--- src/rtl/addsub_div_ctrl_if.sv ---
// Request/result bundle between a division requester and addsub_div_ctrl.
// The requester drives start and the operands. The controller returns the results and status.
interface addsub_div_ctrl_if #(
  parameter int WIDTH = 4
);
  logic             start;
  logic [WIDTH-1:0] dividend;
  logic [WIDTH-1:0] divisor;
  logic [WIDTH-1:0] quotient;
  logic [WIDTH-1:0] remainder;
  logic             busy;
  logic             done;
  logic             div_zero;

  modport master (
    output start, dividend, divisor,
    input  quotient, remainder, busy, done, div_zero
  );

  modport slave (
    input  start, dividend, divisor,
    output quotient, remainder, busy, done, div_zero
  );
endinterface

--- src/rtl/addsub_div_ctrl.sv ---
// 4-bit unsigned restoring divider sequenced over a shared add/sub datapath.
// Each cycle performs one trial subtraction. Divide-by-zero bypasses the iteration loop.

// 4-bit adder/subtractor: k=1 subtracts b from a, and cout=1 then means no borrow (a >= b).
module adder_subtractor (
  input  logic [3:0] a,
  input  logic [3:0] b,
  input  logic       k,
  output logic [3:0] sum,
  output logic       cout
);
  logic [4:0] full;

  // Two's-complement subtract: invert b and inject k as the carry-in.
  assign full = {1'b0, a} + {1'b0, b ^ {4{k}}} + {4'b0000, k};
  assign sum  = full[3:0];
  assign cout = full[4];
endmodule

// state | meaning
// ------+-------------------------------------------------------------
// IDLE  | waiting for start; results and div_zero hold their values
// CALC  | one restoring-division iteration per edge, 4 in total
// DONE  | single-cycle done pulse; start is ignored
module addsub_div_ctrl #(
  parameter int WIDTH = 4
) (
  input  logic               clk,
  input  logic               rst,
  addsub_div_ctrl_if.slave   bus
);
  if (WIDTH != 4) begin : g_width_check
    $error("addsub_div_ctrl: WIDTH must be 4 to match the 4-bit add/sub datapath");
  end

  typedef enum logic [1:0] {
    IDLE = 2'd0,
    CALC = 2'd1,
    DONE = 2'd2
  } state_t;

  localparam logic [1:0] LAST_ITER = 2'(WIDTH - 1);

  state_t           state, state_n;
  logic [WIDTH-1:0] q_reg, q_n;
  logic [WIDTH-1:0] d_reg, d_n;
  // The partial remainder entering an iteration is always below 2^(WIDTH-1), so its
  // top bit is not stored. Only the final remainder can reach the full width.
  logic [WIDTH-2:0] r_reg, r_n;
  logic [1:0]       cnt, cnt_n;
  logic [WIDTH-1:0] quo, quo_n;
  logic [WIDTH-1:0] rem, rem_n;
  logic             dz, dz_n;

  logic [WIDTH-1:0] trial;
  logic [WIDTH-1:0] diff;
  logic             no_borrow;
  logic [WIDTH-1:0] r_new;
  logic [WIDTH-1:0] q_new;

  // Shift the next dividend bit into the partial remainder. This forms the trial value.
  assign trial = {r_reg, q_reg[WIDTH-1]};

  adder_subtractor u_addsub (
    .a    (trial),
    .b    (d_reg),
    .k    (1'b1),
    .sum  (diff),
    .cout (no_borrow)
  );

  // Restore on borrow. The quotient bit is the no-borrow flag.
  assign r_new = no_borrow ? diff : trial;
  assign q_new = {q_reg[WIDTH-2:0], no_borrow};

  assign bus.quotient  = quo;
  assign bus.remainder = rem;
  assign bus.div_zero  = dz;
  assign bus.busy      = (state != IDLE);
  assign bus.done      = (state == DONE);

  // State and datapath registers, cleared asynchronously so an abort leaves no trace.
  always_ff @(posedge clk or posedge rst) begin
    if (rst) begin
      state <= IDLE;
      q_reg <= '0;
      d_reg <= '0;
      r_reg <= '0;
      cnt   <= '0;
      quo   <= '0;
      rem   <= '0;
      dz    <= 1'b0;
    end else begin
      state <= state_n;
      q_reg <= q_n;
      d_reg <= d_n;
      r_reg <= r_n;
      cnt   <= cnt_n;
      quo   <= quo_n;
      rem   <= rem_n;
      dz    <= dz_n;
    end
  end

  // Next-state and next-datapath logic; everything holds unless a state acts on it.
  always_comb begin
    state_n = state;
    q_n     = q_reg;
    d_n     = d_reg;
    r_n     = r_reg;
    cnt_n   = cnt;
    quo_n   = quo;
    rem_n   = rem;
    dz_n    = dz;

    case (state)
      IDLE: begin
        if (bus.start) begin
          if (bus.divisor != '0) begin
            q_n     = bus.dividend;
            d_n     = bus.divisor;
            r_n     = '0;
            cnt_n   = '0;
            dz_n    = 1'b0;
            state_n = CALC;
          end else begin
            quo_n   = '1;
            rem_n   = bus.dividend;
            dz_n    = 1'b1;
            state_n = DONE;
          end
        end
      end
      CALC: begin
        r_n   = r_new[WIDTH-2:0];
        q_n   = q_new;
        cnt_n = cnt + 2'd1;
        if (cnt == LAST_ITER) begin
          quo_n   = q_new;
          rem_n   = r_new;
          state_n = DONE;
        end
      end
      DONE: begin
        state_n = IDLE;
      end
      default: begin
        state_n = IDLE;
      end
    endcase
  end
endmodule

--- src/flat_wrapper.sv ---
// flat-port wrapper written by rule: the top's interface ports become plain ports
module addsub_div_ctrl_flat 
#(
  parameter int WIDTH = 4
)
  (clk, rst, bus_start, bus_dividend, bus_divisor, bus_quotient, bus_remainder, bus_busy, bus_done, bus_div_zero);
  addsub_div_ctrl_if #(.WIDTH(WIDTH)) bus_i ();
  input  logic clk;
  input  logic rst;
  input wire logic [$bits(bus_i.start)-1:0] bus_start;
  input wire logic [$bits(bus_i.dividend)-1:0] bus_dividend;
  input wire logic [$bits(bus_i.divisor)-1:0] bus_divisor;
  output wire logic [$bits(bus_i.quotient)-1:0] bus_quotient;
  output wire logic [$bits(bus_i.remainder)-1:0] bus_remainder;
  output wire logic [$bits(bus_i.busy)-1:0] bus_busy;
  output wire logic [$bits(bus_i.done)-1:0] bus_done;
  output wire logic [$bits(bus_i.div_zero)-1:0] bus_div_zero;
  assign bus_i.start = bus_start;
  assign bus_i.dividend = bus_dividend;
  assign bus_i.divisor = bus_divisor;
  assign bus_quotient = bus_i.quotient;
  assign bus_remainder = bus_i.remainder;
  assign bus_busy = bus_i.busy;
  assign bus_done = bus_i.done;
  assign bus_div_zero = bus_i.div_zero;
  addsub_div_ctrl #(.WIDTH(WIDTH)) u_core (.clk(clk), .rst(rst), .bus(bus_i));
endmodule
--- config.mk ---
export PLATFORM = sky130hd
export DESIGN_NAME = addsub_div_ctrl_flat
export DESIGN_NICKNAME = d
export VERILOG_FILES = /design/src/rtl/addsub_div_ctrl_if.sv /design/src/rtl/addsub_div_ctrl.sv /design/src/flat_wrapper.sv
export SDC_FILE = /design/constraint.sdc
export NUM_CORES = 1
export LEC_CHECK = 0
export CAP_MARGIN = 5
export CORE_MARGIN = 2
export CORE_UTILIZATION = 43
export CTS_CLUSTER_DIAMETER = 60
export DETAILED_ROUTE_END_ITERATION = 10
export PLACE_DENSITY = 0.69
export REMOVE_ABC_BUFFERS = 1
export SYNTH_ARGS = -nofsm -noshare
export SYNTH_HDL_FRONTEND = slang
export SYNTH_SLANG_ARGS = --single-unit
--- constraint.sdc ---
create_clock -name clk -period 2 [get_ports clk]
set_input_delay 0.6 -clock clk [delete_from_list [all_inputs] [get_ports clk]]
set_output_delay 0.6 -clock clk [all_outputs]
set_load 0.01 [all_outputs]
## Word-level counts from Yosys, hierarchy flattened

Cells that the tools add are included.

| word-level totals | value |
|---|---|
| output and inout bits | 11 |
| logic and storage cells | 51 |
| flip-flop bits (word level) | 24 |
| input port bits | 11 |

| cells by class | value |
|---|---|
| mux-type cells | 23 |
| eq/ne operators | 7 |
| $add $sub $neg | 3 |
| reduce and logical (&&, ||, !) cells | 9 |
| bitwise operators | 1 |

Operators with widths:

| operator | number |
|---|---|
| two-way mux 4 bit | 9 |
| case mux 4 bit (2 select lines) | 3 |
| two-way mux 2 bit | 5 |
| case mux 2 bit (2 select lines) | 2 |
| two-way mux 3 bit | 2 |
| case mux 3 bit (2 select lines) | 1 |
| AND reduction 3 bit | 2 |
| adder 4 x 4 -> 5 bit | 1 |
| adder 5 x 1 -> 5 bit (second input constant) | 1 |
| == test 2 bit (second input constant) | 2 |
| inequality test 2 x 1 -> 1 bit (second input constant) | 2 |
| inequality test 2 bit (second input constant) | 2 |
| inverter 4 bit | 1 |
| AND reduction 2 bit | 2 |
| AND reduction 4 bit | 1 |
| nonzero test 2 bit | 2 |
| nonzero test 4 bit | 1 |
| adder 2 x 1 -> 2 bit (second input constant) | 1 |
| == test 2 x 1 -> 1 bit (second input constant) | 1 |
| logical NOT 2 bit | 1 |
| two-way mux 1 bit | 1 |

## Logic depth before layout (Yosys ltp)

Gate-level depths: netlist (run 1).

| depth | value |
|---|---|
| depth in word-level cells | 6 |
| gate-level depth with buffers | 7 |
| gate-level depth less buffers | 7 |

## Modules after synthesis

From an unflattened synthesis (run 1), not the netlist that was laid out.

| unflattened totals | value |
|---|---|
| cell total of the unflattened synthesis | 128 |
| area, all modules | 1332.5 µm² |

By module, submodules not included:

| module | seq. area each (µm²) | instances | cells each | area an instance (µm²) |
|---|---|---|---|---|
| addsub_div_ctrl | 600.6 | 1 | 108 | 1152.4 |
| adder_subtractor | 0.0 | 1 | 20 | 180.2 |

## Least setup slack after synthesis (run 1)

Ideal clock, no wire load.

| path | value |
|---|---|
| kind | reg-to-reg |
| start point | reg u_core.d_reg[0] |
| end point | reg u_core.rem[3] (netlist: u_core.bus.remainder[3]) |
| buffers on the path | 0 |
| data required time | 1896 ps |
| stages on the path, launching flop included | 7 |
| data arrival time | 1772 ps |
| clock period less this slack | 1876 ps |
| setup slack | 124 ps |
| setup time | 104 ps |
| path through | dfrtp_1 ha_1 fa_1 and2b_2 nor3b_1 a221oi_1 a221oi_1 |

| between the ends | value |
|---|---|
| word-level cells in the longest chain between the ends | 6 |

RTL lines:

| element | line | text |
|---|---|---|
| start: declaration | addsub_div_ctrl.sv:46 | `logic [WIDTH-1:0] d_reg, d_n;` |
| start signal: assignment | addsub_div_ctrl.sv:96 | `d_reg <= d_n;` |
| inverter 4 bit (no source line) | -- |  |
| adder 4 x 4 -> 5 bit | addsub_div_ctrl.sv:15 | `assign full = {1'b0, a} + {1'b0, b ^ {4{k}}} + {4'b0000, k};` |
| adder 5 x 1 -> 5 bit | addsub_div_ctrl.sv:15 |  |
| two-way mux 4 bit | addsub_div_ctrl.sv:73 | `assign r_new = no_borrow ? diff : trial;` |
| two-way mux 4 bit | addsub_div_ctrl.sv:138 | `if (cnt == LAST_ITER) begin` |
| case mux 4 bit (2 select lines) | addsub_div_ctrl.sv:116 | `case (state)` |
| end signal: assignment | addsub_div_ctrl.sv:100 | `rem <= rem_n;` |
| end: declaration | addsub_div_ctrl.sv:52 | `logic [WIDTH-1:0] rem, rem_n;` |

No other way between the ends. The select of a mux whose other input is x is not followed.
A chain may end at the register's enable or synchronous reset.

## Worst setup path in the final report (run 1)

| path | value |
|---|---|
| start point | reg u_core.state[0] |
| end point | out bus_busy |

| between the ends | value |
|---|---|
| word-level cells in the longest chain between the ends | 1 |

RTL lines:

| element | line | text |
|---|---|---|
| start: declaration | addsub_div_ctrl.sv:44 | `state_t state, state_n;` |
| start signal: assignment | addsub_div_ctrl.sv:94 | `state <= state_n;` |
| nonzero test 2 bit | addsub_div_ctrl.sv:79 | `assign bus.busy = (state != IDLE);` |
| end: declaration | flat_wrapper.sv:15 | `output wire logic [$bits(bus_i.busy)-1:0] bus_busy;` |

No other way between the ends.

==> results of run 1 <==
## report_power, final
| part | switching [W] | total, W | internal (W) |
|---|---|---|---|
| clock | 0.000148 | 0.000259 | 0.000112 |
| combinational | 0.000867 | 0.00179 | 0.000923 |
| sequential | 0.000154 | 0.000866 | 0.000712 |
| total | 0.00117 | 0.00292 | 0.00175 |
## layout by cell type (no fill, tap or decap), types with 2 or more instances in the layout
| cell | netlist | routed |
|---|---|---|
| nor3b_2 | 1 | 2 |
| mux2_2 | 2 | 2 |
| a22o_1 | 3 | 3 |
| a21o_1 | 2 | 2 |
| nand2_1 | 12 | 12 |
| o221ai_1 | 2 | 2 |
| dlygate4sd2_1 | 0 | 2 |
| inv_1 | 9 | 8 |
| o211ai_1 | 2 | 2 |
| clkdlybuf4s50_1 | 0 | 19 |
| inv_2 | 1 | 2 |
| a221oi_1 | 2 | 2 |
| o21ai_0 | 4 | 3 |
| a31oi_1 | 5 | 5 |
| nor2_1 | 15 | 15 |
| nor3_1 | 3 | 3 |
| and3_1 | 2 | 2 |
| nand3b_1 | 2 | 2 |
| ha_1 | 5 | 4 |
| a21oi_1 | 9 | 9 |
| a211oi_1 | 2 | 2 |
| buf_4 | 0 | 24 |
| clkbuf_4 | 0 | 3 |
| o22a_1 | 2 | 2 |
| dfrtp_1 | 24 | 24 |
## kinds of logic after synthesis
family	share of synthesized area
and+or+nand+nor	0.200
xor gates and xnor gates	0.00675
DFF	0.463
buffers and inverters	0.0482
adders and majority gates	0.0636
AOI/OAI and AO/OA	0.202
muxes	0.0174
## worst register-to-register path, stage by stage, from the launching register on
cell,delay [ns]
dfrtp_1,0.44
ha_4,0.18
fa_2,0.34
and2b_2,0.25
o22ai_2,0.09
a221oi_1,0.33
a221oi_1,0.13
## per-stage QoR
step / setup TNS (ns) / utilization / setup WS (ns) / total power [W]
2_1_floorplan: 0 / - / 0.124 / 0.00189
3_3_place_gp: -1.76 / 0.601 / -0.168 / 0.00253
3_5_place_dp: -1.91 / 0.601 / -0.165 / 0.00259
4_1_cts: 0 / 0.615 / 0.00407 / 0.00285
5_1_grt: 0 / 0.626 / 0.00673 / 0.00316
6_report: 0 / 0.626 / 0.109 / 0.00292
## path summary, 6_finish.rpt
kind                                              from                                   to  slack [ns]  depth (start not counted)
max in group asynchronous                          rst          u_core.r_reg[0]$_DFFE_PP0P_        1.16                          3
min                          u_core.cnt[0]$_DFFE_PP0P_            u_core.cnt[0]$_DFFE_PP0P_        0.48                          1
min reg2reg                  u_core.cnt[0]$_DFFE_PP0P_            u_core.cnt[0]$_DFFE_PP0P_        0.48                          1
max                        u_core.state[0]$_DFFE_PP0P_                             bus_busy        0.11                          2
min in group asynchronous                          rst   u_core.bus.quotient[1]$_DFFE_PP0P_        0.61                          3
max reg2reg                u_core.d_reg[0]$_DFFE_PP0P_  u_core.bus.remainder[3]$_DFFE_PP0P_        0.11                          6
## routing by layer
layer  vias to the layer above  GRT usage  wire, um
met1                       548      0.256      1440
met5                         -          0         0
met3                         2     0.0198        40
met2                         8      0.295      1410
li1                        557          -         -
met4                         0     0.0584        31
## final cells by class
| class | instances | area [um2] | share of cell area |
|---|---|---|---|
| Inverter | 10 | 37.5 | 0.0214 |
| Clock buffer | 4 | 36.3 | 0.0207 |
| Multi-Input combinational cell | 93 | 654 | 0.373 |
| Sequential cell | 24 | 601 | 0.342 |
| Timing Repair Buffer | 45 | 388 | 0.221 |
| Tap cell | 31 | 38.8 | 0.0221 |
## synthesized netlist by cell type, types with 2 or more instances
master,n,area (um2)
a21oi_1,9,45.0
mux2_2,2,22.5
nand3b_1,2,15.0
a221oi_1,2,17.5
dfrtp_1,24,601
nor3_1,3,15.0
o221ai_1,2,17.5
nor2_1,15,56.3
a22o_1,3,26.3
o21ai_0,4,20.0
inv_1,9,33.8
buf_2,2,10.0
ha_1,5,62.6
o22a_1,2,17.5
a211oi_1,2,15.0
a31oi_1,5,31.3
and3_1,2,12.5
a21o_1,2,15.0
o211ai_1,2,15.0
nand2_1,12,45.0
## repair_timing
| item | 4_1_cts | 5_1_grt |
|---|---|---|
| pin swaps | 0 | 4 |
| gates resized for setup | 3 | 5 |
| endpoints found under the setup margin | 3 | 7 |
| setup buffers | 0 | 2 |
==> metrics, run 1 <==
final routed DRC violation total=0; Slew Limit Fails=0; Placed Instance Area=roughly 0.0017 mm2; type of the worst setup path=flip-flop to primary output; layout net count=194; clock tree sinks=24; Final Instance Area=0.00176 mm2; final antenna-violating net count=0; clock edge transition at the registers on the reported setup and hold paths=0.13 ns; critical path cell sequence=or2_2 -> dlygate4sd2_1; Critical path buffers and inverters=1; final setup vio count=0; number of clock buffers inserted by TritonCTS=3; non-filler cells, final=between 200 and 250; pwr/cell area=1660 mW/mm2; ratio of final minimum period to clock period=0.946; final routed wire length divided by cell count=14.1 um; initial antenna violation count=0; worst stage delay on the critical path=0.40 ns; worst ir drop on vdd=841 uV; number of detailed-routing iterations run before antenna repair=4; top flip-flop cell by instance count after synthesis=dfrtp_1; Std-Cell Core Area=0.00281 mm2; depth of the CTS H-tree=1; mean cell area of the mapped netlist=between 9 and 10 um2; global placement routability congestion=0.820; CTS tree=built; number of buffers added on ports=21; final HPWL from detailed placement=2230 um; number of antenna cells inserted=0; share of layout cells above drive strength 1=0.250; Total Routed Length=2920 um; Worst setup SP type=flip-flop; Total GRT Usage=0.182; Worst-Skew Late Latency=0.32 ns; share of the yosys chip area belonging to registers=0.463; total congestion overflow=0; flop and latch count out of synthesis=24; actual slew at the worst max-slew pin=0.628 ns; via density per instance=approximately 5.4; clock tree root driver cell=clkbuf_4; first-pass GRT wire length=4820 um; unique cell type count in the Yosys netlist=42; standby leakage power=0.824 nW; number of flops mapped to enable cells by yosys=0; number of hold-slack violations in the final timing report=0; number of global-route vias before repair=1071; YS warnings=0; std cell rows=19; maximum clock insertion buffer count=2; outcome=finished clean; growth of design area from synthesis to finish=35.3%; detailed-route via count=1115; Mapped Area=around 0.0013 mm2; largest net degree at the start of global routing=25; effective utilization at floorplan=0.463; Critical-path top delay cell=dfrtp_1; worst min-delay path category=flip-flop to flip-flop; data required time of the worst path=1.40 ns; final setup skew=0.00144 ns; y dimension of the die=58.9 um; async set-or-reset flop fraction in the synthesized netlist=1.00; top fanout value on the critical path=3; initial detailed-routing violation count=37; setup repair after global routing missed its margin=no; Die Area=0.00347 mm2; post-route minimum period=1.89 ns; # hold bufs at CTS=0; dominant delay contributor by cell family on the critical path=flip-flops; fillcell total=between 200 and 300; Max-slew headroom=0.582; Fmax=between 0.5 and 0.6 GHz; Placed Instances=approximately 200; CP Data Arrival Time=1.29 ns; Boundary Pins=22; gate count after technology mapping=roughly 130; worst hold slack=0.483 ns; number of maximum-capacitance violations=0; Worst setup EP type=primary output; die boundary width=58.9 um
(Power assumes the default switching activity.)
==> run 2, diff against run 1 <==
==> constraint.sdc (replaced) <==
create_clock -name clk -period 1.62 [get_ports clk]
set_input_delay 0.486 -clock clk [delete_from_list [all_inputs] [get_ports clk]]
set_output_delay 0.486 -clock clk [all_outputs]
set_load 0.01 [all_outputs]
==> run 2 against run 1 <==
  * The run now ends with negative setup slack left
  * Power increased by 42%
  * Die area unchanged
  * Sequential power increased by 22%
  * Setup slack got worse by 0.49 ns
  * Clock skew increased by 0.013 ns
  * Combinational power increased by 54%
  * Routed wire length increased by 25%
  * Critical endpoint is now u_core.bus.remainder[3]$_DFFE_PP0P_
  * Largest cell class unchanged
  * Highest routed layer unchanged
==> metrics, run 2 (synthesis gave the netlist of run 1 again) <==
final HPWL from detailed placement=2460 um (+10%); ratio of final minimum period to clock period=1.23; total congestion overflow=0 (unchanged); first-pass GRT wire length=5630 um (+17%); Placed Instances=212 (+5.5%); pwr/cell area=2110 mW/mm2 (+27%); final antenna-violating net count=0 (unchanged); clock edge transition at the registers on the reported setup and hold paths=0.14 ns (about the same); leading cell type in the layout, fill and taps excluded=buf_4; data required time of the worst path=1.81 ns (+0.41 ns); FF+latch area=601 um2 (unchanged); worst min-delay path category=input pin to async pin; depth of the CTS H-tree=1 (unchanged); Reg-to-Reg End=u_core.bus.remainder[3]$_DFFE_PP0P_; fillcell total=223 (-13%); Placed Instance Area=0.00177 mm2 (+4.9%); outcome=finished with violations; number of antenna cells inserted=0 (unchanged); via density per instance=5.66 (+5.1%); dominant delay contributor by cell family on the critical path=compound AO/OA/AOI/OAI gates; CTS tree=built; startpoint of the lowest-slack register-to-register path=u_core.d_reg[0]$_DFFE_PP0P_; worst stage delay on the critical path=0.44 ns (+0.04 ns); largest net degree at the start of global routing=25 (unchanged); number of buffers added on ports=21 (unchanged); y dimension of the die=58.9 um (unchanged); Worst path depth=6 (+4); actual slew at the worst max-slew pin=0.390 ns (-0.237 ns); number of detailed-routing iterations run before antenna repair=5 (+1); critical path cell sequence=ha_4 -> fa_2 -> and2b_2 -> o22ai_2 -> a221oi_2 -> a221oi_2; Boundary Pins=22 (unchanged); highest-count cells in the layout ignoring fill and taps=buf_4 (34), dfrtp_1 (24), nor2_1 (14), nand2_1 (12), dlygate4sd2_1 (12); Total Routed Length=3660 um (+25%); final setup vio count=10 (+10); effective utilization at floorplan=0.463 (unchanged); Max-slew headroom=0.737 (+0.156); final core utilization=0.699 (+0.0736); Die Area=0.00347 mm2 (unchanged); clock tree root driver cell=clkbuf_4; worst ir drop on vdd=951 uV (+13%); std cell rows=19 (unchanged); Std-Cell Core Area=0.00281 mm2 (unchanged); type of the worst setup path=flip-flop to flip-flop; maximum clock insertion buffer count=2 (unchanged); CP Data Arrival Time=2.19 ns (+0.90 ns); Worst setup EP type=flip-flop; initial detailed-routing violation count=56 (+51%); die boundary width=58.9 um (unchanged); layout net count=209 (+7.7%); number of global-route vias before repair=1186 (+11%); Critical-path top delay cell=dfrtp_1; top fanout value on the critical path=4 (+1); final routed wire length divided by cell count=16.5 um (+17%); final routed DRC violation total=0 (unchanged); number of maximum-capacitance violations=0 (unchanged); violated checks=negative setup slack; global placement routability congestion=0.806 (-1.7%); Worst-Skew Late Latency=0.33 ns (about the same); share of layout cells above drive strength 1=0.372 (+0.122); Total GRT Usage=0.218 (+0.0360); standby leakage power=0.944 nW (+15%); Critical path buffers and inverters=0 (-1); final setup skew=0.0141 ns (+0.0127 ns); clock tree sinks=24 (unchanged); Fmax=0.501 GHz; detailed-route via count=1257 (+13%); worst path setup slack after routing=-0.377 ns (-0.485 ns); Worst setup SP type=flip-flop; Register-to-Register Path Depth=6 (unchanged); post-route minimum period=2.00 ns; number of clock buffers inserted by TritonCTS=3 (unchanged); setup TNS after final layout=-2.27 ns (-2.27 ns); growth of design area from synthesis to finish=51.2%; setup repair after global routing missed its margin=yes; initial antenna violation count=0 (unchanged); worst slack at placement=-0.451 ns (-0.286 ns); area used by multi-input combinational logic=743 um2 (+14%); Final Instance Area=0.00196 mm2 (+12%); non-filler cells, final=222 (+7.2%); number of hold-slack violations in the final timing report=0 (unchanged); worst-case register-to-register setup slack=-0.38 ns (-0.49 ns); cell type with the highest occurrence count on the critical path=a221oi_2; Slew Limit Fails=0 (unchanged)
==> run 2: cell type report <==
class | instances | share of cell area
tap | 31 | 0.0198
timing repair buffer | 60 | 0.258
sequential | 24 | 0.306
clock buffer | 4 | 0.0185
inverter | 10 | 0.0191
multi-input combinational | 93 | 0.379
==> run 2: per-layer routing <==
metal,track usage,share of wire,vias to the layer above
met2,0.381,0.52,39
met4,0.0844,0.032,0
met3,0.0242,0.043,13
li1,-,-,589
met1,0.275,0.40,616
met5,0,0,-
==> run 2: worst max-delay path by stage <==
stage	startpoint	endpoint	slack [ns]
after floorplan	u_core.d_reg[0]$_DFFE_PP0P_	u_core.bus.remainder[3]$_DFFE_PP0P_	-0.26
after global placement	bus_divisor[1]	u_core.q_reg[2]$_DFFE_PP0P_	-0.40
after detailed placement	bus_divisor[0]	u_core.q_reg[1]$_DFFE_PP0P_	-0.45
after CTS	u_core.d_reg[0]$_DFFE_PP0P_	u_core.bus.remainder[3]$_DFFE_PP0P_	-0.34
after global routing	u_core.d_reg[0]$_DFFE_PP0P_	u_core.bus.remainder[3]$_DFFE_PP0P_	-0.43
final	u_core.d_reg[0]$_DFFE_PP0P_	u_core.bus.remainder[3]$_DFFE_PP0P_	-0.38
==> run 2: where the power goes <==
part           leakage (nW)  internal [W]  total, W  switching [W]
logic                 0.643       0.00141   0.00275        0.00134
registers             0.280      0.000878   0.00106       0.000187
clock network        0.0210      0.000138  0.000328       0.000190
total                 0.944       0.00243   0.00415        0.00172
==> run 2: repair_timing <==
item | in CTS | in global routing
hold buffers | 0 | 0
resized for setup | 33 | 16
endpoints found under the setup margin | 30 | 18
pin swaps | 11 | 8
setup buffers | 4 | 2
==> run 2: tightest hold or removal path, delay by kind of cell <==
kind / cells / cell delay (ns)
buf+inv: 3 / 0.74
==> run 2: stage by stage <==
step                hold WS, ns  total power (W)
floorplan                 0.446          0.00233
global placement          0.457          0.00330
detailed placement        0.475          0.00339
CTS                       0.490          0.00386
global route              0.527          0.00441
finish                    0.473          0.00415
==> run 3, diff against run 2 <==
--- a/config.mk
+++ b/config.mk
@@ -5,7 +5,7 @@
 export SDC_FILE = /design/constraint.sdc
 export NUM_CORES = 1
 export LEC_CHECK = 0
-export CAP_MARGIN = 5
+export CAP_MARGIN = 25
 export CORE_MARGIN = 2
 export CORE_UTILIZATION = 43
 export CTS_CLUSTER_DIAMETER = 60
==> results of run 3 <==
No change in the layout: final DEF, timing and power equal those of run 2.
